<file path="src/rtl/bvh_traverse_unit.sv">
`default_nettype none
// ---------------------------------------------------------------------------
// bvh_traverse_unit : stack-based BVH walker that fetches nodes and emits hit leaves
// Revision: 1.0
// ---------------------------------------------------------------------------
module bvh_traverse_unit #(
  parameter int NODE_W      = 16,
  parameter int PRIM_IDX_W  = 16,
  parameter int PRIM_CNT_W  = 8,
  parameter int STACK_DEPTH = 16
) (
  input  logic                  clk,
  input  logic                  reset,
  input  logic                  start,
  input  logic                  abort,
  output logic                  node_req,
  output logic [NODE_W-1:0]     node_addr,
  input  logic                  node_valid,
  input  logic                  node_hit,
  input  logic [NODE_W-1:0]     child_idx  [2],
  input  logic                  child_hit  [2],
  input  logic [PRIM_IDX_W-1:0] leaf_start [2],
  input  logic [PRIM_CNT_W-1:0] leaf_num   [2],
  output logic                  leaf_valid,
  input  logic                  leaf_ready,
  output logic [PRIM_IDX_W-1:0] out_start,
  output logic [PRIM_CNT_W-1:0] out_num,
  output logic                  busy,
  output logic                  done,
  output logic                  overflow,
  output logic [15:0]           nodes_visited
);

  localparam int SP_W  = $clog2(STACK_DEPTH + 1);
  localparam int IDX_W = (STACK_DEPTH > 1) ? $clog2(STACK_DEPTH) : 1;
  localparam logic [SP_W-1:0] DEPTH    = SP_W'(STACK_DEPTH);
  localparam logic [SP_W-1:0] DEPTH_M1 = SP_W'(STACK_DEPTH - 1);

  localparam logic [2:0] S_IDLE  = 3'd0;
  localparam logic [2:0] S_FETCH = 3'd1;
  localparam logic [2:0] S_WAIT  = 3'd2;
  localparam logic [2:0] S_EMIT0 = 3'd3;
  localparam logic [2:0] S_EMIT1 = 3'd4;
  localparam logic [2:0] S_POP   = 3'd5;
  localparam logic [2:0] S_DONE  = 3'd6;

  logic [2:0]            state;
  logic [2:0]            state_nx;
  logic [SP_W-1:0]       sp;
  logic [NODE_W-1:0]     cur;
  logic [NODE_W-1:0]     stack [STACK_DEPTH];
  logic [1:0]            emit_ok;
  logic [PRIM_IDX_W-1:0] lstart [2];
  logic [PRIM_CNT_W-1:0] lnum   [2];

  logic              accept;
  logic              push0;
  logic              push1;
  logic              room1;
  logic              room2;
  logic              wr_a;
  logic              wr_b;
  logic              drop;
  logic [NODE_W-1:0] wr_a_data;

  assign accept = (state == S_WAIT) && node_valid && !abort;
  assign push1  = accept && node_hit && !child_idx[1][NODE_W-1];
  assign push0  = accept && node_hit && !child_idx[0][NODE_W-1];
  assign room1  = (sp < DEPTH);
  assign room2  = (sp < DEPTH_M1);

  // child[1] lands first so child[0] sits on top; child[1] wins the last free slot
  always_comb begin
    wr_a      = 1'b0;
    wr_b      = 1'b0;
    drop      = 1'b0;
    wr_a_data = child_idx[1];
    if (push1) begin
      if (room1) begin
        wr_a = 1'b1;
        if (push0) begin
          if (room2) wr_b = 1'b1;
          else       drop = 1'b1;
        end
      end else begin
        drop = 1'b1;
      end
    end else if (push0) begin
      wr_a_data = child_idx[0];
      if (room1) wr_a = 1'b1;
      else       drop = 1'b1;
    end
  end

  always_ff @(posedge clk) begin
    if (wr_a) stack[IDX_W'(sp)] <= wr_a_data;
    if (wr_b) stack[IDX_W'(sp + SP_W'(1))] <= child_idx[0];
  end

  always_ff @(posedge clk) begin
    if (reset) state <= S_IDLE;
    else       state <= state_nx;
  end

  always_comb begin
    state_nx = state;
    case (state)
      S_IDLE, S_DONE: if (start) state_nx = S_FETCH;
      S_FETCH:        state_nx = S_WAIT;
      S_WAIT:         if (node_valid) state_nx = node_hit ? S_EMIT0 : S_POP;
      S_EMIT0:        if (!emit_ok[0] || leaf_ready) state_nx = S_EMIT1;
      S_EMIT1:        if (!emit_ok[1] || leaf_ready) state_nx = S_POP;
      S_POP:          state_nx = (sp == '0) ? S_DONE : S_FETCH;
      default:        state_nx = S_IDLE;
    endcase
    if (abort) state_nx = S_IDLE;
  end

  always_ff @(posedge clk) begin
    if (reset) begin
      sp            <= '0;
      cur           <= '0;
      overflow      <= 1'b0;
      nodes_visited <= '0;
      emit_ok       <= '0;
    end else if (abort) begin
      sp      <= '0;
      emit_ok <= '0;
    end else begin
      case (state)
        S_IDLE, S_DONE: begin
          if (start) begin
            sp            <= '0;
            cur           <= '0;
            overflow      <= 1'b0;
            nodes_visited <= '0;
          end
        end
        S_FETCH: begin
          if (nodes_visited != 16'hFFFF) nodes_visited <= nodes_visited + 16'd1;
        end
        S_WAIT: begin
          if (node_valid) begin
            for (int i = 0; i < 2; i++) begin
              emit_ok[i] <= child_idx[i][NODE_W-1] && child_hit[i] && (leaf_num[i] != '0);
              lstart[i]  <= leaf_start[i];
              lnum[i]    <= leaf_num[i];
            end
            sp <= sp + SP_W'(wr_a) + SP_W'(wr_b);
            if (drop) overflow <= 1'b1;
          end
        end
        S_POP: begin
          if (sp != '0) begin
            sp  <= sp - SP_W'(1);
            cur <= stack[IDX_W'(sp - SP_W'(1))];
          end
        end
        default: ;
      endcase
    end
  end

  always_comb begin
    node_req   = (state == S_FETCH);
    node_addr  = node_req ? cur : '0;
    busy       = (state == S_FETCH) || (state == S_WAIT) || (state == S_EMIT0) ||
                 (state == S_EMIT1) || (state == S_POP);
    done       = (state == S_DONE);
    leaf_valid = 1'b0;
    out_start  = '0;
    out_num    = '0;
    if (state == S_EMIT0 && emit_ok[0]) begin
      leaf_valid = 1'b1;
      out_start  = lstart[0];
      out_num    = lnum[0];
    end else if (state == S_EMIT1 && emit_ok[1]) begin
      leaf_valid = 1'b1;
      out_start  = lstart[1];
      out_num    = lnum[1];
    end
  end

endmodule
`default_nettype wire

</file>
<file path="config.mk">
export PLATFORM = sky130hd
export DESIGN_NAME = bvh_traverse_unit
export DESIGN_NICKNAME = d
export VERILOG_FILES = /design/src/rtl/bvh_traverse_unit.sv
export SDC_FILE = /design/constraint.sdc
export NUM_CORES = 1
export LEC_CHECK = 0
export ABC_AREA = 1
export CAP_MARGIN = 20
export CORE_MARGIN = 4
export CORE_UTILIZATION = 59
export CTS_CLUSTER_DIAMETER = 40
export DETAILED_ROUTE_END_ITERATION = 12
export PLACE_DENSITY = 0.81
export SLEW_MARGIN = 10
export SYNTH_ARGS = -nofsm -noshare
export SYNTH_HDL_FRONTEND = slang
export SYNTH_SLANG_ARGS = --single-unit
</file>
<file path="constraint.sdc">
create_clock -name clk -period 7.07 [get_ports clk]
set_clock_uncertainty 0.05 [all_clocks]
set_input_delay 1.414 -clock clk [delete_from_list [all_inputs] [get_ports clk]]
set_output_delay 1.414 -clock clk [all_outputs]
set_load 0.1 [all_outputs]
</file>
==> results of run 1 <==
[flip-flops by register name, summed over array words and instances, names as in the netlist]
register and cells:
cur 16, emit_ok 2, lnum 16, lstart 32
nodes_visited 16, overflow 1, sp 5, stack 256
state 3
[routing by layer]
layer | wire length, um | part of all wire [%] | up-vias
met5 | 0 | 0 | -
met2 | 27500 | 44 | 1391
met3 | 8620 | 14 | 291
met1 | 21100 | 34 | 7952
met4 | 4660 | 7.5 | 0
li1 | - | - | 7892
[cell type report]
| cell class | instances | area (um2) | share of cell area [%] |
|---|---|---|---|
| flip-flops and latches | 347 | 9990 | 45.7 |
| multi-input cells | 1734 | 7700 | 35.2 |
| repair buffers | 173 | 1720 | 7.88 |
| clock buffers | 54 | 1260 | 5.78 |
| well taps | 396 | 495 | 2.26 |
| clock inverters | 32 | 397 | 1.81 |
| inverters | 81 | 307 | 1.40 |
[logic make-up after synthesis]
logic type                 after synthesis  share of synthesized area (%)
adders and majority gates                9                          0.641
DFF                                    347                           53.3
xor gates and xnor gates                 6                          0.280
buffers and inverters                  267                           5.73
and+or+nand+nor                       1643                           37.4
AOI/OAI and AO/OA                       76                           2.64
[worst reg2reg max path: cells and delay by family, from the launching register on]
kind | cells | cell delay, ns
XOR/XNOR | 1 | 0.18
adder cells (fa/ha/maj) | 1 | 0.46
buffers and inverters | 3 | 1.77
flip-flops | 1 | 0.71
AND/OR/NAND/NOR | 3 | 0.99
[synthesized netlist by cell type, types with 2 or more instances]
cell type and n:
nor4_1 4, a21oi_1 22, buf_1 7, nor2_1 158, o21bai_1 6, a22o_1 24, xnor2_1 2, clkbuf_1 126
o21ai_0 20, nand3_2 10, edfxtp_1 304, ha_1 8, inv_2 8, nand2_2 2, xor2_1 4, nand3_1 512
nor2_4 5, nor3_1 6, nand2_1 930, dfxtp_1 43, buf_2 52, inv_1 73, nor2_2 4, nand4_1 9
[metrics by stage]
stage               power [W]  area (um2)  instances  hold slack, ns
floorplan             0.00262       18700       2348           0.455
global placement      0.00283       20100       2728           0.389
detailed placement    0.00285       20200       2729           0.392
CTS                   0.00530       21800       2815           0.404
global route          0.00544       21900       2817           0.422
finish                0.00532       21900       2817           0.405
[cells in the final DEF, fill, tap and decap left out, types with 6 or more instances in the layout]
master and n:
nand2_1 930, nand3_1 512, edfxtp_1 304, nor2_1 158
clkdlybuf4s50_1 149, inv_1 71, clkbuf_16 49, dfxtp_1 42
a22o_1 24, a21oi_1 22, buf_4 21, o21ai_0 16
nand3_2 10, inv_2 9, nand4_1 9, nor2_4 8
ha_1 7, bufinv_16 7, o21bai_1 6, clkinv_4 6
[where the power goes]
group	internal (W)	leakage, nW	switching (W)	total [W]
sequential	0.00223	3.08	0.0000119	0.00224
combinational	0.000165	4.97	0.000429	0.000594
clock	0.00156	0.802	0.000930	0.00249
total	0.00395	8.85	0.00137	0.00532
[path summary, 6_finish.rpt]
| path | start | end | slack [ns] | cells after the start |
|---|---|---|---|---|
| setup / recovery | state[1] | out_start[0] | 2.23 | 6 |
| hold / removal | overflow | overflow | 0.41 | 2 |
| setup reg to reg | sp[0] | stack[14][10] | 2.50 | 8 |
| hold reg to reg | overflow | overflow | 0.41 | 2 |
==> impl_metrics.yaml, run 1 <==
setup_path:
  slowest_delay_ns: 1.16
  cp_common_cell: "inv_1"
  end_kind: "output port"
  cp_max_fo: 24
  crit_chain: "inv_1 -> nor2_1 -> nand3_1 -> inv_1 -> a22o_1 -> clkdlybuf4s50_1"
  worstSetupStartpointType: "flip-flop"
  worstPathRequired_ns: 5.61
  worstSetupPathType: "flip-flop to output port"
  crit_family: "buffers and inverters"
  cp_slowest_cell: "clkdlybuf4s50_1"
  cp_num_buf_inv: 3
  worstPathArrival_ns: 3.38
power_and_ir_drop:
  vdd_drop_max_uv: 261
  cellLeakagePower_nw: 8.85
  powerDensity_nw_per_um2: 243
timing:
  period_minus_slack_ns: 4.84
  slew_violations: 0
  finalSetupViolCount: 0
  fin_tns_setup_ns: 0
  fmax_mhz: 206
  finalCritPeriodShare_pct: 68.5
  hold_violations: 0
  tightest_slew_ns: 1.23
  max-slew-margin-rel_pct: 18.0
  rsz0062_at_grt: "no"
  fin_ws_ns: 2.23
place:
  dp_hpwl_mm: 37.6
  gp_congestion: 0.940
  pre_cts_slack_ns: 1.94
  port_buffers: 149
drt:
  drtAntennaViolNets: 0
  post_drt_wl_per_cell_um: 22.0
  viasPerCell: 6.22
  drc_errors: 0
  drtIter0Drc: 2443
  num_vias: 17526
  first_pass_iters: 9
  drt_wl_total_mm: 62.0
final_layout:
  diodes: 0
  drive_gt1_share_pct: 5.87
  syn_to_final_growth_pct: 16.8
  final_util_pct: 70.6
  fill_cells: 2327
  nNetsFinal: 2482
cts:
  cts_buffers: 47
  htreeDepth: 2
  postCtsHoldBufs: 0
  root_buffer: "clkbuf_16"
  insertion_delay_ns: 0.55
  cts_resized: 0
  clockBufferDepth: 3
  post_cts_buffers: 0
  clkSinkCount: 347
  tritoncts: "done"
  clk_transition_reported_paths_ns: 0.05
floorplanning:
  core_area_um2: 31000
  die_w_um: 186
  rows: 64
  dieArea_um2: 34700
  io_pins: 150
  initial_core_util_pct: 60.5
  die_y_um: 186
logic_synthesis:
  syn_inst: 2348
  synth_edf_count: 304
  ys_warn_count: 0
  syn-num-nets: 2446
  synth_area_um2: 18700
  synth_cell_types: 33
  synth_seq_cells: 347
  synth_top_area_share_pct: 48.7
  async_flop_share_pct: 0
  yosysSeqAreaShare_pct: 53.3
  syn_area_per_cell_um2: 7.98
  synth_area_leader_cell: "edfxtp_1"
  yosys-top-cells-area: "edfxtp_1 49%, nand2_1 19%, nand3_1 14%"
  ys.flop_type: "edfxtp_1"
grt:
  grt-ovfl-total: 0
  met1_usage_pct: 42.8
  antenna_found_initial: 0
  grtUsageMet2_pct: 55.3
  grt_pass1_wl_mm: 91.7
  busiest_layer: "met2"
  grt_start_max_net_pins: 90
  gr-usage-met3_pct: 7.86
  grt_usage_pct: 34.5
  first_global_vias: 16298
status:
  status: "finished, final reports clean"
job:
  drv_cap: 0
min_path:
  hp-class: "flip-flop to flip-flop"
Note: power is estimated with default switching activity, not from simulation.
==> run 2: changes to the inputs <==
--- a/config.mk
+++ b/config.mk
@@ -8,10 +8,10 @@
 export ABC_AREA = 1
 export CAP_MARGIN = 20
 export CORE_MARGIN = 4
-export CORE_UTILIZATION = 59
+export CORE_UTILIZATION = 53
 export CTS_CLUSTER_DIAMETER = 40
 export DETAILED_ROUTE_END_ITERATION = 12
-export PLACE_DENSITY = 0.81
+export PLACE_DENSITY = 0.77
 export SLEW_MARGIN = 10
 export SYNTH_ARGS = -nofsm -noshare
 export SYNTH_HDL_FRONTEND = slang
==> constraint.sdc (replaced) <==
create_clock -name clk -period 4.1 [get_ports clk]
set_clock_uncertainty 0.05 [all_clocks]
set_input_delay 0.82 -clock clk [delete_from_list [all_inputs] [get_ports clk]]
set_output_delay 0.82 -clock clk [all_outputs]
set_load 0.1 [all_outputs]
==> run 2 against run 1 <==
Flip-flop and latch count stayed put. Cell count increased by 4.3%. Highest routed layer is now met5. Die area up 11%. Non-clock buffer count grew 52. Cell area increased by 2.3%. Critical path type unchanged. Register-to-register slack got worse by 1.8 ns. Global-route usage decreased by 2.8 points. Largest cell class unchanged.
==> impl_metrics.yaml, run 2 (same netlist as run 1, synthesis figures left out) <==
status:
  status: "finished, final reports clean"
place:
  dp_hpwl_mm: 38.2
  port_buffers: 149
  dp.cells: 2842
  gp_congestion: 0.946
final_layout:
  diodes: 0
  instances_no_fill: 2939
  layout_commonest_cell: "nand2_1"
  nNetsFinal: 2540
  fill_cells: 2775
  final_cell_mix: "930 x nand2_1, 512 x nand3_1, 304 x edfxtp_1"
  largest_reg_flops: 256
  top_register: "stack"
  syn_to_final_growth_pct: 19.4
  drive_gt1_share_pct: 9.94
  largestRegisters: "stack: 256 flops, lstart: 32 flops"
drt:
  num_vias: 17832
  viasPerCell: 6.07
  drtAntennaViolNets: 0
  first_pass_iters: 7
  drt_wl_total_mm: 63.0
  post_drt_wl_per_cell_um: 21.4
  drc_errors: 0
  drtIter0Drc: 2608
cts:
  clk_transition_reported_paths_ns: 0.05
  htreeDepth: 2
  clkSinkCount: 347
  cts_resized: 0
  postCtsHoldBufs: 0
  insertion_delay_ns: 0.59
  post_cts_buffers: 0
  tritoncts: "done"
  cts_buffers: 53
  clockBufferDepth: 3
  root_buffer: "clkbuf_16"
timing:
  max-slew-margin-rel_pct: 20.6
  fin_tns_setup_ns: 0
  hold_violations: 0
  finalSetupViolCount: 0
  fmax_mhz: 287
  slew_violations: 0
  hold_slack_ns: 0.394
  rsz0062_at_grt: "no"
  period_minus_slack_ns: 3.48
  finalCritPeriodShare_pct: 84.9
  tightest_slew_ns: 1.19
power_and_ir_drop:
  p_switching_w: 0.00248
  pwr-share-clk_pct: 48.5
  intPower_w: 0.00705
  vdd_drop_max_uv: 321
  p_comb_share_pct: 10.9
  cellLeakagePower_nw: 9.27
  p_total_w: 0.00953
  seq_power_share_pct: 40.6
  powerDensity_nw_per_um2: 426
  switching_share_pct: 26.0
setup_path:
  crit_start: "state[1]"
  crit_chain: "inv_1 -> nor2_1 -> nand3_1 -> inv_1 -> a22o_1 -> buf_4"
  reg2reg_from: "sp[1]"
  worstPathArrival_ns: 2.61
  end_kind: "output port"
  worstPathRequired_ns: 3.23
  cp_max_fo: 24
  slowest_delay_ns: 0.60
  worstSetupStartpointType: "flip-flop"
  cp_common_cell: "inv_1"
  worstSetupPathType: "flip-flop to output port"
  cp_slowest_cell: "inv_1"
job:
  drv_cap: 0
min_path:
  holdCritStartpoint: "overflow"
  hp-class: "flip-flop to flip-flop"
grt:
  first_global_vias: 16769
  antenna_found_initial: 2
  grt_start_max_net_pins: 75
  grt-ovfl-total: 0
  grt_pass1_wl_mm: 95.2
  grt_usage_pct: 31.7
floorplanning:
  dieArea_um2: 38400
  initial_core_util_pct: 54.0
  die_y_um: 196
  die_w_um: 196
  io_pins: 150
  rows: 68
  core_area_um2: 34700
[run 2: final timing paths]
check | endpoint | slack, ns | cells after the start
max | out_start[2] | 0.62 | 6
min | overflow | 0.39 | 2
max reg2reg | cur[11] | 0.70 | 11
min reg2reg | overflow | 0.39 | 2
[run 2: critical path: cells and delay by family, from the launching register on]
| kind | cells | cell delay, ns |
|---|---|---|
| AOI/OAI and AO/OA | 1 | 0.27 |
| buffers and inverters | 3 | 1.00 |
| DFF | 1 | 0.38 |
| and+or+nand+nor | 2 | 0.37 |
[run 2: per-layer routing]
| layer | track usage, % | part of all wire, % | up-vias |
|---|---|---|---|
| met5 | 0 | 0.011 | - |
| met4 | 18.9 | 6.6 | 2 |
| met3 | 8.24 | 14 | 285 |
| met2 | 49.5 | 45 | 1342 |
| met1 | 39.9 | 35 | 8173 |
| li1 | - | - | 8030 |
[run 2: power groups by stage]
stage	combinational (W)	clock [W]	sequential [W]
after global routing	0.00110	0.00482	0.00387
after floorplan	0.000579	0	0.00394
after CTS	0.000999	0.00465	0.00387
after global placement	0.000970	0	0.00394
after detailed placement	0.000993	0	0.00394
final	0.00104	0.00463	0.00387
[run 2: cell type report]
cell class	instances	area, um2	area share [%]
Clock buffer	58	1390	6.21
Clock inverter	39	432	1.93
Inverter	81	307	1.37
Multi-Input combinational cell	1734	7710	34.4
Sequential cell	347	9990	44.7
Tap cell	455	569	2.54
Timing Repair Buffer	225	1980	8.84
[run 2: metrics by stage]
step | utilization (%) | setup WS, ns | cell area (um2)
CTS | 64.5 | 0.614 | 22400
global route | 64.5 | 0.502 | 22400
global placement | 59.2 | 0.467 | 20600
detailed placement | 59.2 | 0.398 | 20600
finish | 64.5 | 0.619 | 22400
floorplan | - | 0.356 | 18700
